### src/rtl/apb_timer_unit_if.sv
// apb_timer_unit_if
//   APB bus bundle between the bridge (master) and the timer (slave).
//   Parameter APB_ADDR_WIDTH sets the PADDR width (default 12).
//   Signals:
//     PADDR   byte address            (master -> slave)
//     PWDATA  32-bit write data       (master -> slave)
//     PWRITE  1 = write               (master -> slave)
//     PSEL    slave select            (master -> slave)
//     PENABLE access phase            (master -> slave)
//     PRDATA  32-bit read data        (slave -> master)
//     PREADY  transfer complete       (slave -> master)
//     PSLVERR transfer error          (slave -> master)
interface apb_timer_unit_if #(
  parameter int APB_ADDR_WIDTH = 12
) ();
  logic [APB_ADDR_WIDTH-1:0] PADDR;
  logic [31:0]               PWDATA;
  logic                      PWRITE;
  logic                      PSEL;
  logic                      PENABLE;
  logic [31:0]               PRDATA;
  logic                      PREADY;
  logic                      PSLVERR;

  modport master (
    output PADDR, PWDATA, PWRITE, PSEL, PENABLE,
    input  PRDATA, PREADY, PSLVERR
  );

  modport slave (
    input  PADDR, PWDATA, PWRITE, PSEL, PENABLE,
    output PRDATA, PREADY, PSLVERR
  );
endinterface

### src/rtl/apb_timer_unit.sv
// apb_timer_unit
//   32-bit prescaled up-counter with compare match (one-shot or auto-reload),
//   overflow flag and level interrupt, behind a zero-wait-state APB slave.
//   Register map (PADDR[4:2]): 0 CTRL, 1 PRESC, 2 CMP, 3 COUNT, 4 STATUS,
//   5 CAPTURE; offsets 6 and 7 answer with PSLVERR.
//   Optional feature macro: APB_TIMER_CAPTURE_EN enables the capture input
//   (synchroniser + rising-edge detect, CAPTURE register, STATUS[2], CTRL[4]).
//   Ports:
//     clk_i      system clock, rising edge
//     rst_i      asynchronous active-high reset
//     apb        APB slave modport (PADDR/PWDATA/PWRITE/PSEL/PENABLE in,
//                PRDATA/PREADY/PSLVERR out)
//     capture_i  asynchronous capture strobe (ignored unless the macro is set)
//     irq_o      level interrupt, derived only from registered flags
module apb_timer_unit (
  input  logic            clk_i,
  input  logic            rst_i,
  apb_timer_unit_if.slave apb,
  input  logic            capture_i,
  output logic            irq_o
);

  localparam logic [2:0] OFF_CTRL    = 3'd0;
  localparam logic [2:0] OFF_PRESC   = 3'd1;
  localparam logic [2:0] OFF_CMP     = 3'd2;
  localparam logic [2:0] OFF_COUNT   = 3'd3;
  localparam logic [2:0] OFF_STATUS  = 3'd4;
  localparam logic [2:0] OFF_CAPTURE = 3'd5;

`ifdef APB_TIMER_CAPTURE_EN
  localparam logic [4:0] CTRL_WMASK = 5'h1F;
`else
  localparam logic [4:0] CTRL_WMASK = 5'h0F;
`endif

  // CTRL bits: [0] EN, [1] AUTO_RELOAD, [2] MATCH_IE, [3] OVF_IE, [4] CAP_IE
  logic [4:0]  ctrl_q,   ctrl_d;
  logic [15:0] presc_q,  presc_d;
  logic [15:0] pcnt_q,   pcnt_d;
  logic [31:0] cmp_q,    cmp_d;
  logic [31:0] count_q,  count_d;
  // STATUS bits: [0] MATCH, [1] OVF, [2] CAP
  logic [2:0]  status_q, status_d;

  logic [2:0]  offset;
  logic        access, mapped, wr_en, rd_en;
  logic        wr_ctrl, wr_presc, wr_cmp, wr_count, wr_status;
  logic        tick, match_hit, ovf_hit, cap_hit;
  logic [31:0] rdata;
  logic        paddr_unused;

  // Only PADDR[4:2] take part in decoding; fold the rest away.
  assign paddr_unused = ^apb.PADDR;

  // Address decode and APB access qualification.
  always_comb begin
    offset    = apb.PADDR[4:2];
    access    = apb.PSEL & apb.PENABLE;
    mapped    = (offset <= OFF_CAPTURE);
    wr_en     = access & apb.PWRITE & mapped;
    rd_en     = access & ~apb.PWRITE;
    wr_ctrl   = wr_en & (offset == OFF_CTRL);
    wr_presc  = wr_en & (offset == OFF_PRESC);
    wr_cmp    = wr_en & (offset == OFF_CMP);
    wr_count  = wr_en & (offset == OFF_COUNT);
    wr_status = wr_en & (offset == OFF_STATUS);
  end

  // Tick and event detection; the match compare always uses the pre-write COUNT.
  always_comb begin
    tick      = ctrl_q[0] & (pcnt_q == presc_q);
    match_hit = tick & (count_q == cmp_q);
    ovf_hit   = tick & ~match_hit & (count_q == 32'hFFFF_FFFF);
  end

`ifdef APB_TIMER_CAPTURE_EN
  logic        cap_sync1_q, cap_sync2_q, cap_prev_q;
  logic [31:0] capture_q;

  assign cap_hit = cap_sync2_q & ~cap_prev_q;

  // Two-flop synchroniser plus a delayed copy for rising-edge detection.
  always_ff @(posedge clk_i or posedge rst_i) begin
    if (rst_i) begin
      cap_sync1_q <= 1'b0;
      cap_sync2_q <= 1'b0;
      cap_prev_q  <= 1'b0;
    end else begin
      cap_sync1_q <= capture_i;
      cap_sync2_q <= cap_sync1_q;
      cap_prev_q  <= cap_sync2_q;
    end
  end

  // CAPTURE snapshots the current COUNT on a synchronised rising edge.
  always_ff @(posedge clk_i or posedge rst_i) begin
    if (rst_i) begin
      capture_q <= 32'h0000_0000;
    end else if (cap_hit) begin
      capture_q <= count_q;
    end else begin
      capture_q <= capture_q;
    end
  end
`else
  logic capture_unused;

  assign capture_unused = capture_i;
  assign cap_hit        = 1'b0;
`endif

  // Next-state logic for all software-visible registers and the prescaler.
  always_comb begin
    ctrl_d   = ctrl_q;
    presc_d  = presc_q;
    cmp_d    = cmp_q;
    count_d  = count_q;
    status_d = status_q;
    pcnt_d   = pcnt_q;

    if (wr_ctrl) begin
      ctrl_d = apb.PWDATA[4:0] & CTRL_WMASK;
    end else begin
      ctrl_d = ctrl_q;
    end
    // One-shot: a match without auto-reload stops the timer.
    if (match_hit & ~ctrl_q[1]) begin
      ctrl_d[0] = 1'b0;
    end else begin
      ctrl_d[0] = ctrl_d[0];
    end

    if (wr_presc) begin
      presc_d = apb.PWDATA[15:0];
    end else begin
      presc_d = presc_q;
    end

    if (wr_cmp) begin
      cmp_d = apb.PWDATA;
    end else begin
      cmp_d = cmp_q;
    end

    // A software COUNT load beats the tick update in the same cycle.
    if (wr_count) begin
      count_d = apb.PWDATA;
    end else if (match_hit) begin
      count_d = 32'h0000_0000;
    end else if (tick) begin
      count_d = count_q + 32'h0000_0001;
    end else begin
      count_d = count_q;
    end

    if (wr_presc | wr_count) begin
      pcnt_d = 16'h0000;
    end else if (~ctrl_q[0] | tick) begin
      pcnt_d = 16'h0000;
    end else begin
      pcnt_d = pcnt_q + 16'h0001;
    end

    // W1C first, then hardware sets OR in so a simultaneous set wins.
    if (wr_status) begin
      status_d = status_q & ~apb.PWDATA[2:0];
    end else begin
      status_d = status_q;
    end
    status_d = status_d | {cap_hit, ovf_hit, match_hit};
  end

  // State registers.
  always_ff @(posedge clk_i or posedge rst_i) begin
    if (rst_i) begin
      ctrl_q   <= 5'h00;
      presc_q  <= 16'h0000;
      pcnt_q   <= 16'h0000;
      cmp_q    <= 32'hFFFF_FFFF;
      count_q  <= 32'h0000_0000;
      status_q <= 3'b000;
    end else begin
      ctrl_q   <= ctrl_d;
      presc_q  <= presc_d;
      pcnt_q   <= pcnt_d;
      cmp_q    <= cmp_d;
      count_q  <= count_d;
      status_q <= status_d;
    end
  end

  // Read-data multiplexer; unmapped offsets read 0.
  always_comb begin
    rdata = 32'h0000_0000;
    case (offset)
      OFF_CTRL:    rdata = {27'd0, ctrl_q};
      OFF_PRESC:   rdata = {16'd0, presc_q};
      OFF_CMP:     rdata = cmp_q;
      OFF_COUNT:   rdata = count_q;
      OFF_STATUS:  rdata = {29'd0, status_q};
`ifdef APB_TIMER_CAPTURE_EN
      OFF_CAPTURE: rdata = capture_q;
`else
      OFF_CAPTURE: rdata = 32'h0000_0000;
`endif
      default:     rdata = 32'h0000_0000;
    endcase
  end

  assign apb.PRDATA  = rd_en ? rdata : 32'h0000_0000;
  assign apb.PREADY  = 1'b1;
  assign apb.PSLVERR = access & ~mapped;

  assign irq_o = (status_q[0] & ctrl_q[2])
               | (status_q[1] & ctrl_q[3])
               | (status_q[2] & ctrl_q[4]);

endmodule

### src/flat_wrapper.sv
// flat-port wrapper written by rule: the top's interface ports become plain ports
module apb_timer_unit_flat 
  (clk_i, rst_i, capture_i, irq_o, apb_PADDR, apb_PWDATA, apb_PWRITE, apb_PSEL, apb_PENABLE, apb_PRDATA, apb_PREADY, apb_PSLVERR);
  apb_timer_unit_if apb_i ();
  input  logic clk_i;
  input  logic rst_i;
  input  logic capture_i;
  output logic irq_o;
  input wire logic [$bits(apb_i.PADDR)-1:0] apb_PADDR;
  input wire logic [$bits(apb_i.PWDATA)-1:0] apb_PWDATA;
  input wire logic [$bits(apb_i.PWRITE)-1:0] apb_PWRITE;
  input wire logic [$bits(apb_i.PSEL)-1:0] apb_PSEL;
  input wire logic [$bits(apb_i.PENABLE)-1:0] apb_PENABLE;
  output wire logic [$bits(apb_i.PRDATA)-1:0] apb_PRDATA;
  output wire logic [$bits(apb_i.PREADY)-1:0] apb_PREADY;
  output wire logic [$bits(apb_i.PSLVERR)-1:0] apb_PSLVERR;
  assign apb_i.PADDR = apb_PADDR;
  assign apb_i.PWDATA = apb_PWDATA;
  assign apb_i.PWRITE = apb_PWRITE;
  assign apb_i.PSEL = apb_PSEL;
  assign apb_i.PENABLE = apb_PENABLE;
  assign apb_PRDATA = apb_i.PRDATA;
  assign apb_PREADY = apb_i.PREADY;
  assign apb_PSLVERR = apb_i.PSLVERR;
  apb_timer_unit u_core (.clk_i(clk_i), .rst_i(rst_i), .apb(apb_i), .capture_i(capture_i), .irq_o(irq_o));
endmodule
### config.mk
export PLATFORM = sky130hd
export DESIGN_NAME = apb_timer_unit_flat
export DESIGN_NICKNAME = d
export VERILOG_FILES = /design/src/rtl/apb_timer_unit_if.sv /design/src/rtl/apb_timer_unit.sv /design/src/flat_wrapper.sv
export SDC_FILE = /design/constraint.sdc
export NUM_CORES = 1
export LEC_CHECK = 0
export ABC_AREA = 1
export BUFFER_PORTS_ARGS = -buffer_cell sky130_fd_sc_hd__buf_2
export CAP_MARGIN = 25
export CORE_UTILIZATION = 30
export CTS_CLUSTER_DIAMETER = 120
export DETAILED_ROUTE_END_ITERATION = 6
export GPL_TIMING_DRIVEN = 0
export PLACE_DENSITY_LB_ADDON = 0.1
export SLEW_MARGIN = 30
export SYNTH_ARGS = -nofsm -noshare
export SYNTH_HDL_FRONTEND = slang
export SYNTH_SLANG_ARGS = --single-unit
export TNS_END_PERCENT = 1
### constraint.sdc
create_clock -name clk_i -period 3.45 [get_ports clk_i]
set_input_delay 0.69 -clock clk_i [delete_from_list [all_inputs] [get_ports clk_i]]
set_output_delay 0.69 -clock clk_i [all_outputs]
set_load 0.02 [all_outputs]
Word level (Yosys, flattened, before mapping):

Cells that the tools add are included.

* equality and inequality tests: 7
* reductions and logical operators: 3
* muxes and demuxes: 10
* $lt $le $gt $ge: 1
* bitwise gates (word level): 28
* add/subtract/negate cells: 2

Operators with widths (number)
* $pmux W32 S5: 1
* $mux W32: 4
* $add A32 B1 Y32 const B: 1
* $eq A32 B32 Y1: 1
* $eq A32 B32 Y1 const B: 1
* $mux W16: 2
* $and A1 B1 Y1: 17
* $add A16 B1 Y16 const B: 1
* $eq A16 B16 Y1: 1
* $eq A3 B2 Y1 const B: 2
* $not A1 Y1: 5
* $and A3 B3 Y3: 1
* $eq A3 B1 Y1 const B: 1
* $eq A3 B3 Y1 const B: 1
* $le A3 B3 Y1 const B: 1
* $logic_not A3 Y1: 1
* $mux W3: 1
* $not A3 Y3: 1
* $or A1 B1 Y1: 3
* $or A3 B2 Y3: 1
* $reduce_bool A3 Y1: 1
* $mux W1: 2
* $reduce_bool A2 Y1: 1

* bits of input ports: 50
* register bits: 103
* output and inout port bits: 35

Longest topological paths before layout:

Gate-level depths: netlist (run 1).

* depth in word-level cells: 7
* gate-level depth with buffers: 13

Worst setup path after synthesis (run 1):

OpenSTA, ideal clock, no wires.

* kind: input-to-output
* from: in apb_PADDR[2]
* to: out apb_PRDATA[21]
* setup slack: 1022 ps
* cell stages on the path: 6
* data required time: 2760 ps
* arrival: 1738 ps
* cell sequence: inv_1 nand3_2 inv_2 buf_1 a22oi_1 nor2_1

* word-level cells in the longest chain between the ends: 3

Ends and longest elaborated chain
* start: declaration: line flat_wrapper.sv:9 `input wire logic [$bits(apb_i.PADDR)-1:0] apb_PADDR;`
* $eq A3 B3 Y1 (tied with other cells): line apb_timer_unit.sv:195 `case (offset)`
* $pmux W32 S5 (*): line apb_timer_unit.sv:195
* $mux W32 (*): line apb_timer_unit.sv:210 `assign apb.PRDATA = rd_en ? rdata : 32'h0000_0000;`
* end: declaration: line flat_wrapper.sv:14 `output wire logic [$bits(apb_i.PRDATA)-1:0] apb_PRDATA;`

Every way passes the cells marked *; elsewhere a longest branch is shown, timed or not.

Final worst setup path (run 1):

* from: in apb_PADDR[4]
* to: out apb_PRDATA[30]

The elaborated chain is that of the path after synthesis.

==> flow_summary.toml, run 1 <==
[pwr]
cellLeakagePower_nw = 4.11
power.switching_mw = 1.28
power_mw = 3.57
power.share.switching_pct = 35.9
combPwrFrac_pct = 24.5
p_per_area_nw_per_um2 = 443
seqPwrFrac_pct = 46.8
clkPwrFrac_pct = 28.7
ir_worst_vdd_v = 0.000240
power.internal_mw = 2.29

[logic_synthesis]
yosys.area.top_type = "dfrtp_1"
ys_ff_latch = 103
synth_area_um2 = 7000
synth_seq_area_share_pct = 37.4
avgSynthCellArea_um2 = 6.64
syn_inst = 1053
synth_commonest_cells = "339 x nand2_1, 153 x inv_1, 130 x nor2_1"
yosysUniqueCellTypes = 40
yosys-top-cells-area = "dfrtp_1 25%, nand2_1 18%, dfstp_2 12%"
synthFlopType = "dfrtp_1"
synth_top_area_share_pct = 25.4
synth_nets = 1105
synth_edf_count = 0
synth.most_common_cell = "nand2_1"
yosys_warnings = 0
async_flop_share_pct = 100

[clock_network]
cts_root_buffer = "clkbuf_16"
cts_setup_buffers = 0
cts_tree = "done"
clock_sinks = 103
path_clk_slew_ps = 70
ctsResizeCount = 0
cts_buffers = 9
h-tree-depth = 3
clk_latency_ps = 370
postCtsHoldBufs = 0
cts_max_path_buffers = 2

[sta]
clock.fmax_ghz = 0.323
relSlewSlack_pct = 52.6
slew_violations = 0
finalWorstSetupSlack_ps = 356
timing.final.crit_share_pct = 89.7
setup_tns_ps = 0
finalSetupViolCount = 0
period_minus_slack_ps = 3090
grt_setup_unrepaired = "false"
skew_ps = 16.7
tightestPinTransition_ps = 711
hold_violations = 0

[floorplanning]
start_util_pct = 30.7
ios = 85
design.core.area_um2 = 22800
die_x_um = 155
dieArea_um2 = 23900
row_count = 55
die_y_um = 155

[setup_path]
end_kind = "output pin"
worst-path-stages = 8
max_stage_delay_ps = 480
ff2ff_path_depth = 11
critical_path_class = "in -> out"
required_ps = 2760
critPathSlowestCell = "clkinv_1"
critPathMostFrequentCell = "buf_2"
arrival_ps = 2400
cp_cell_sequence = "buf_2 -> inv_2 -> nand3_2 -> clkinv_1 -> buf_2 -> a22oi_1 -> nor2_1 -> buf_2"
cp_num_buf_inv = 5
start_kind = "input port"
critPathMaxFanout = 10
critPathTopFamily = "buffers and inverters"

[routing]
wl_per_cell_um = 15.9
vias = 6691
via_per_inst = 4.60
ant_nets = 0
route.detailed.drc = 0
drtIter0Drc = 401
finalWirelength_um = 23200
dr.pass1.iters = 5

[final_layout]
drive_above_1_share_pct = 16.6
nNetsFinal = 1190
diodes = 0
fin_area_um2 = 8070
nFillCells = 2526
syn2layout_area_growth_pct = 15.3
fin_cells = 1456

[global_route]
antenna_found_initial = 0
grt_pass1_vias = 6556
track_usage_pct = 20.4
grt_overflow = 0
grt_pass1_wl_um = 37100
grt_max_degree = 74

[placement]
place_ws_ps = 330
place.gp.congestion = 0.867
numPortBuffers = 73
dp_hpwl_um = 18000
place_inst = 1440
placed_area_um2 = 7790

[min_path]
worst_hold_path_type = "in -> async"

[run]
maxCapViolCount = 0

[run_status]
outcome = "finished clean"
-- final timing paths --
path                                    start            endpoint  slack (ps)
hold / removal                          rst_i  u_core.count_q[29]         290
setup reg to reg           u_core.count_q[13]    u_core.ctrl_q[0]        1530
hold reg to reg              u_core.cmp_q[17]    u_core.cmp_q[17]         500
setup / recovery                 apb_PADDR[4]      apb_PRDATA[30]         360
min in group clk_i           u_core.cmp_q[17]    u_core.cmp_q[17]         500
max in group asynchronous               rst_i    u_core.cmp_q[13]        2470
-- layer usage --
layer  vias up  track usage (%)  routed length (um)
li1       3474                -                   -
met1      3092             27.0               11000
met2       106             34.4               11000
met3        19             3.17                 780
met4         0             5.42                 415
met5         -                0                   0
-- final cells by class --
class | instances | area [um^2] | area share (%)
Multi-Input combinational cell | 746 | 3530 | 43.8
Sequential cell | 103 | 2620 | 32.4
Inverter | 165 | 627 | 7.77
Timing Repair Buffer | 74 | 393 | 4.87
Tap cell | 313 | 392 | 4.85
Clock buffer | 10 | 229 | 2.84
Buffer | 39 | 228 | 2.82
Clock inverter | 6 | 52.6 | 0.651
-- registers in the layout, indices dropped and copies added, names as in the netlist --
| name | flops |
|---|---|
| u_core.cmp_q | 32 |
| u_core.status_q | 3 |
| u_core.pcnt_q | 16 |
| u_core.presc_q | 16 |
| u_core.ctrl_q | 4 |
| u_core.count_q | 32 |
-- worst reg2reg max path, delay by kind of cell (launching register included) --
family                 cells  cell delay [ps]
AOI/OAI and AO/OA          1              160
buffers and inverters      2              200
DFF                        1              440
and+or+nand+nor            8              990
-- stage by stage --
| step | hold slack [ps] | utilization (%) |
|---|---|---|
| after floorplan | 453 | - |
| after global placement | 472 | 34.0 |
| after detailed placement | 485 | 34.2 |
| after CTS | 292 | 35.4 |
| after global routing | 303 | 35.4 |
| final | 292 | 35.4 |
-- power by group through the flow --
stage | sequential, mW | combinational, mW | clock, mW
2_1_floorplan | 1.62 | 0.668 | 0
5_1_grt | 1.71 | 1.03 | 1.09
3_3_place_gp | 1.69 | 0.869 | 0
6_report | 1.67 | 0.877 | 1.02
3_5_place_dp | 1.69 | 0.883 | 0
4_1_cts | 1.67 | 0.887 | 1.06
-- kinds of logic (layout without fill, tap and decap cells) --
logic type      after synthesis  after routing  share of synthesized area, %
simple gates                598            598                          36.8
buf+inv                     204            294                          12.1
compound gates              117            117                          9.69
flops                       103            103                          37.4
xor+xnor                     26             26                          3.25
fa+ha+maj                     2              2                         0.358
mux                           2              2                         0.322
other cells                   1              1                        0.0536
-- cell usage in the layout, fill, tap and decap left out, drive strengths merged --
master,n
xor2,25
nand3,57
o22ai,18
dfstp,32
a21oi,31
nor3,16
a221oi,1
conb,1
ha,2
clkinvlp,1
nor3b,2
nor2,142
buf,103
nand2,345
nand4,36
dfrtp,71
clkinv,3
a22oi,16
o211ai,1
mux2,2
a311oi,1
inv,167
o21ai,44
a211oi,2
xnor2,1
clkbuf,20
o221ai,3
Note: power is estimated with default switching activity, not from simulation.
==> run 2, diff against run 1 <==
--- a/config.mk
+++ b/config.mk
@@ -5,7 +5,6 @@
 export SDC_FILE = /design/constraint.sdc
 export NUM_CORES = 1
 export LEC_CHECK = 0
-export ABC_AREA = 1
 export BUFFER_PORTS_ARGS = -buffer_cell sky130_fd_sc_hd__buf_2
 export CAP_MARGIN = 25
 export CORE_UTILIZATION = 30
==> run 2 against run 1 <==
Largest power group unchanged. Register-to-register slack got worse by 1000 ps. Maximum frequency is 6.1% lower. Via count shrank 17%. Critical path depth unchanged. Worst setup slack worse by 200 ps. Non-clock buffer count up 15. Sequential power is 4% higher.
==> flow_summary.toml, run 2 <==
[run_status]
outcome = "finished clean"

[sta]
finalWorstSetupSlack_ps = 156
skew_ps = 8.99
timing.final.crit_share_pct = 95.5
hold_violations = 0
hold_ws_ps = 333
clock.fmax_ghz = 0.304
finalSetupViolCount = 0
setup_tns_ps = 0
period_minus_slack_ps = 3290
grt_setup_unrepaired = "false"
slew_violations = 0
relSlewSlack_pct = 41.7
tightestPinTransition_ps = 875

[logic_synthesis]
yosys-top-cells-area = "dfrtp_1 28%, dfstp_2 13%, mux2_2 11%"
synthFlopType = "dfrtp_1"
synth_commonest_cells = "84 x nor2_1, 71 x dfrtp_1, 63 x mux2_2"
synth_nets = 723
synth.most_common_cell = "nor2_1"
syn_inst = 671
yosys_warnings = 0
synth_edf_count = 0
synth_area_um2 = 6330
synth_seq_area_share_pct = 41.3
yosysUniqueCellTypes = 56
async_flop_share_pct = 100
avgSynthCellArea_um2 = 9.44
synth_top_area_share_pct = 28.1
yosys.area.top_type = "dfrtp_1"
ys_ff_latch = 103

[global_route]
grt_max_degree = 56
grt_overflow = 0
antenna_found_initial = 0
track_usage_pct = 20.4
grt_pass1_vias = 5466
grt_pass1_wl_um = 33100

[clock_network]
cts_tree = "done"
path_clk_slew_ps = 70
ctsResizeCount = 0
h-tree-depth = 3
cts_root_buffer = "clkbuf_16"
cts_buffers = 9
clock_sinks = 103
cts_max_path_buffers = 2
clk_latency_ps = 360
postCtsHoldBufs = 0
cts_setup_buffers = 0

[final_layout]
final_common_cell = "nor2_1"
final_cell_mix = "83 x nor2_1, 82 x buf_2, 71 x dfrtp_1"
drive_above_1_share_pct = 27.5
diodes = 0
largestRegisters = "u_core.cmp_q (32), u_core.count_q (32)"
syn2layout_area_growth_pct = 16.7
nNetsFinal = 807

[floorplanning]
die_x_um = 147
dieArea_um2 = 21700
start_util_pct = 31.0
design.core.area_um2 = 20400
ios = 85
row_count = 52
die_y_um = 147

[placement]
place.gp.congestion = 0.910
numPortBuffers = 72
dp_hpwl_um = 16100
place_ws_ps = 59.7

[setup_path]
ff2ff_path_depth = 8
required_ps = 2760
start_kind = "input port"
r2r-end = "u_core.count_q[16]"
critical_path_class = "in -> out"
r2r_slack_ps = 510
rr_startpoint = "u_core.pcnt_q[7]"
arrival_ps = 2600
critPathMaxFanout = 10
end_kind = "output pin"

[pwr]
p_per_area_nw_per_um2 = 513
ir_worst_vdd_v = 0.000218
power_mw = 3.79
cellLeakagePower_nw = 3.06

[routing]
route.detailed.drc = 0
drtIter0Drc = 459
finalWirelength_um = 21700
vias = 5521
wl_per_cell_um = 21.0
ant_nets = 0
dr.pass1.iters = 5
via_per_inst = 5.36

[min_path]
worst_hold_path_type = "in -> async"

[run]
maxCapViolCount = 0
## run 2: how the worst max path moves through the flow
stage	from	to	slack, ps	depth (start not counted)
CTS	apb_PADDR[3]	apb_PRDATA[15]	50	7
finish	apb_PADDR[4]	apb_PRDATA[30]	160	8
global route	apb_PADDR[4]	apb_PRDATA[25]	60	8
global placement	rst_i	u_core.count_q[26]	-1420	2
detailed placement	apb_PADDR[3]	apb_PRDATA[15]	60	7
floorplan	rst_i	u_core.count_q[0]	110	1
## run 2: layer usage
layer | vias up | share of wire, % | routed length [um] | global-route usage, %
li1 | 2574 | - | - | -
met1 | 2714 | 47 | 10100 | 28.4
met2 | 194 | 45 | 9750 | 31.5
met3 | 39 | 5.6 | 1220 | 3.88
met4 | 0 | 2.6 | 559 | 7.01
met5 | - | 0 | 0 | 0
## run 2: area by class of cell
cell class,count,area [um^2]
Sequential cell,103,2620
Inverter,11,48.8
Fill cell,2155,13000
Clock inverter,2,37.5
Multi-Input combinational cell,502,3420
Tap cell,270,338
Timing Repair Buffer,73,388
Clock buffer,14,274
Buffer,55,262
## run 2: critical path, cell delays in order
cell and delay [ps]:
buf_2 160, nand2b_1 150, clkbuf_1 200, nor2_2 350, clkbuf_1 500, a22oi_1 200
nor2_1 160, buf_2 180
## run 2: stage by stage
step | instances | utilization [%] | cell area [um^2]
final | 1030 | 36.2 | 7390
after global routing | 1030 | 36.2 | 7390
after CTS | 1030 | 36.1 | 7380
after detailed placement | 1014 | 34.6 | 7070
after global placement | 1013 | 34.4 | 7030
after floorplan | 671 | - | 6330
## run 2: power by group
| group | internal (mW) | switching (mW) | total, mW |
|---|---|---|---|
| clock network | 0.624 | 0.476 | 1.10 |
| registers | 1.48 | 0.249 | 1.73 |
| logic | 0.439 | 0.521 | 0.960 |
## run 2: cells by family after synthesis
logic type | synth area share (%)
AND/OR/NAND/NOR | 18.5
flip-flops | 41.3
buffers and inverters | 4.76
XOR/XNOR | 8.58
adder cells (fa/ha/maj) | 0.395
multiplexers | 12.0
AO/OA/AOI/OAI | 14.4
other | 0.0592
==> run 3, diff against run 2 <==
==> constraint.sdc (replaced) <==
create_clock -name clk_i -period 3.2 [get_ports clk_i]
set_input_delay 0.64 -clock clk_i [delete_from_list [all_inputs] [get_ports clk_i]]
set_output_delay 0.64 -clock clk_i [all_outputs]
set_load 0.02 [all_outputs]
==> run 3 against run 2 <==
Global-route usage up 0.059 points. Sequential power grew 8%. Clock skew shrank 2.5 ps. Critical path type unchanged. Critical endpoint is now apb_PRDATA[7].
==> flow_summary.toml, run 3 (synthesis gave the netlist of run 2 again) <==
[floorplanning]
row_count = 52
start_util_pct = 31.0
die_y_um = 147
die_x_um = 147
ios = 85
design.core.area_um2 = 20400
dieArea_um2 = 21700

[setup_path]
critPathSlowestCell = "or2_2"
start_kind = "input port"
critPathMostFrequentCell = "buf_2"
critical_path_class = "in -> out"
ff2ff_path_depth = 8
end_kind = "output pin"
arrival_ps = 2400
critPathMaxFanout = 10
r2r_slack_ps = 320
max_stage_delay_ps = 420
cp_cell_sequence = "buf_2 -> o21ai_0 -> nand4b_1 -> or2_2 -> clkbuf_1 -> nor2_1 -> buf_2"
required_ps = 2560

[final_layout]
syn2layout_area_growth_pct = 18.2
nNetsFinal = 810
largestRegisters = "u_core.cmp_q (32), u_core.count_q (32)"
fin_util_pct = 36.6
nFillCells = 2109
diodes = 0
drive_above_1_share_pct = 28.3
fin_area_um2 = 7480
final_cell_mix = "83 x buf_2, 83 x nor2_1, 71 x dfrtp_1"

[sta]
clock.fmax_ghz = 0.329
finalWorstSetupSlack_ps = 165
skew_ps = 6.52
tightestPinTransition_ps = 845
finalSetupViolCount = 0
slew_violations = 0
hold_violations = 0
timing.final.crit_share_pct = 94.9
relSlewSlack_pct = 43.6
grt_setup_unrepaired = "false"
period_minus_slack_ps = 3040

[clock_network]
cts_max_path_buffers = 2
cts_tree = "done"
postCtsHoldBufs = 0
clk_latency_ps = 350
cts_root_buffer = "clkbuf_16"
path_clk_slew_ps = 80
cts_buffers = 9
h-tree-depth = 3
clock_sinks = 103

[global_route]
grt_overflow = 0
grt_max_degree = 26
grt_pass1_vias = 5442
track_usage_pct = 20.5
antenna_found_initial = 0
grt_pass1_wl_um = 33300

[placement]
dp_hpwl_um = 16400
place.gp.congestion = 0.926
placed_area_um2 = 7130
place_ws_ps = -98.7
numPortBuffers = 72

[routing]
route.detailed.drc = 0
via_per_inst = 5.36
ant_nets = 0
vias = 5537
drtIter0Drc = 391
dr.pass1.iters = 4
finalWirelength_um = 21600
wl_per_cell_um = 20.9

[pwr]
cellLeakagePower_nw = 3.11
p_per_area_nw_per_um2 = 564
ir_worst_vdd_v = 0.000249
power_mw = 4.22

[run_status]
outcome = "finished clean"

[min_path]
worst_hold_path_type = "in -> async"

[run]
maxCapViolCount = 0
-- run 3: metrics by stage --
step	hold slack [ps]	setup TNS [ps]	instances
5_1_grt	361	0	1033
3_3_place_gp	500	-325	1013
4_1_cts	331	0	1033
2_1_floorplan	465	0	671
6_report	328	0	1033
3_5_place_dp	501	-596	1017
-- run 3: worst max-delay path, delay by kind of cell --
kind,cells,cell delay (ps)
compound gates,1,180
simple gates,3,970
buf+inv,3,600
-- run 3: timing repair --
item	CTS	global route
gates resized for setup	2	3
setup endpoints to repair	11	12
setup buffers	0	0
-- run 3: final cells by class --
cell class	instances	area, um^2	area share [%]
Multi-Input combinational cell	502	3420	45.7
Sequential cell	103	2620	35.0
Timing Repair Buffer	76	455	6.09
Tap cell	270	338	4.51
Buffer	55	264	3.53
Clock buffer	9	225	3.01
Clock inverter	7	118	1.57
Inverter	11	45.0	0.602
-- run 3: path summary, 6_finish.rpt --
| kind | start | end |
|---|---|---|
| min reg2reg | u_core.pcnt_q[0] | u_core.pcnt_q[0] |
| min | rst_i | u_core.pcnt_q[13] |
| max reg2reg | u_core.count_q[5] | u_core.count_q[19] |
| max in group asynchronous | rst_i | u_core.cmp_q[1] |
| max | apb_PADDR[2] | apb_PRDATA[7] |
| min in group clk_i | apb_PWDATA[19] | u_core.count_q[19] |
-- run 3: routing by layer --
metal  vias up  track usage [%]  wire, um
li1       2580                -         -
met1      2756             28.9     10300
met2       170             31.7      9750
met3        31             3.60      1040
met4         0             6.34       459
met5         -                0         0
-- run 3: where the power goes --
| group | switching (mW) | internal [mW] | total [mW] | leakage [nW] |
|---|---|---|---|---|
| Sequential | 0.263 | 1.60 | 1.86 | 1.19 |
| Clock | 0.542 | 0.769 | 1.31 | 0.170 |
| Combinational | 0.565 | 0.481 | 1.05 | 1.75 |
| Total | 1.37 | 2.85 | 4.22 | 3.11 |
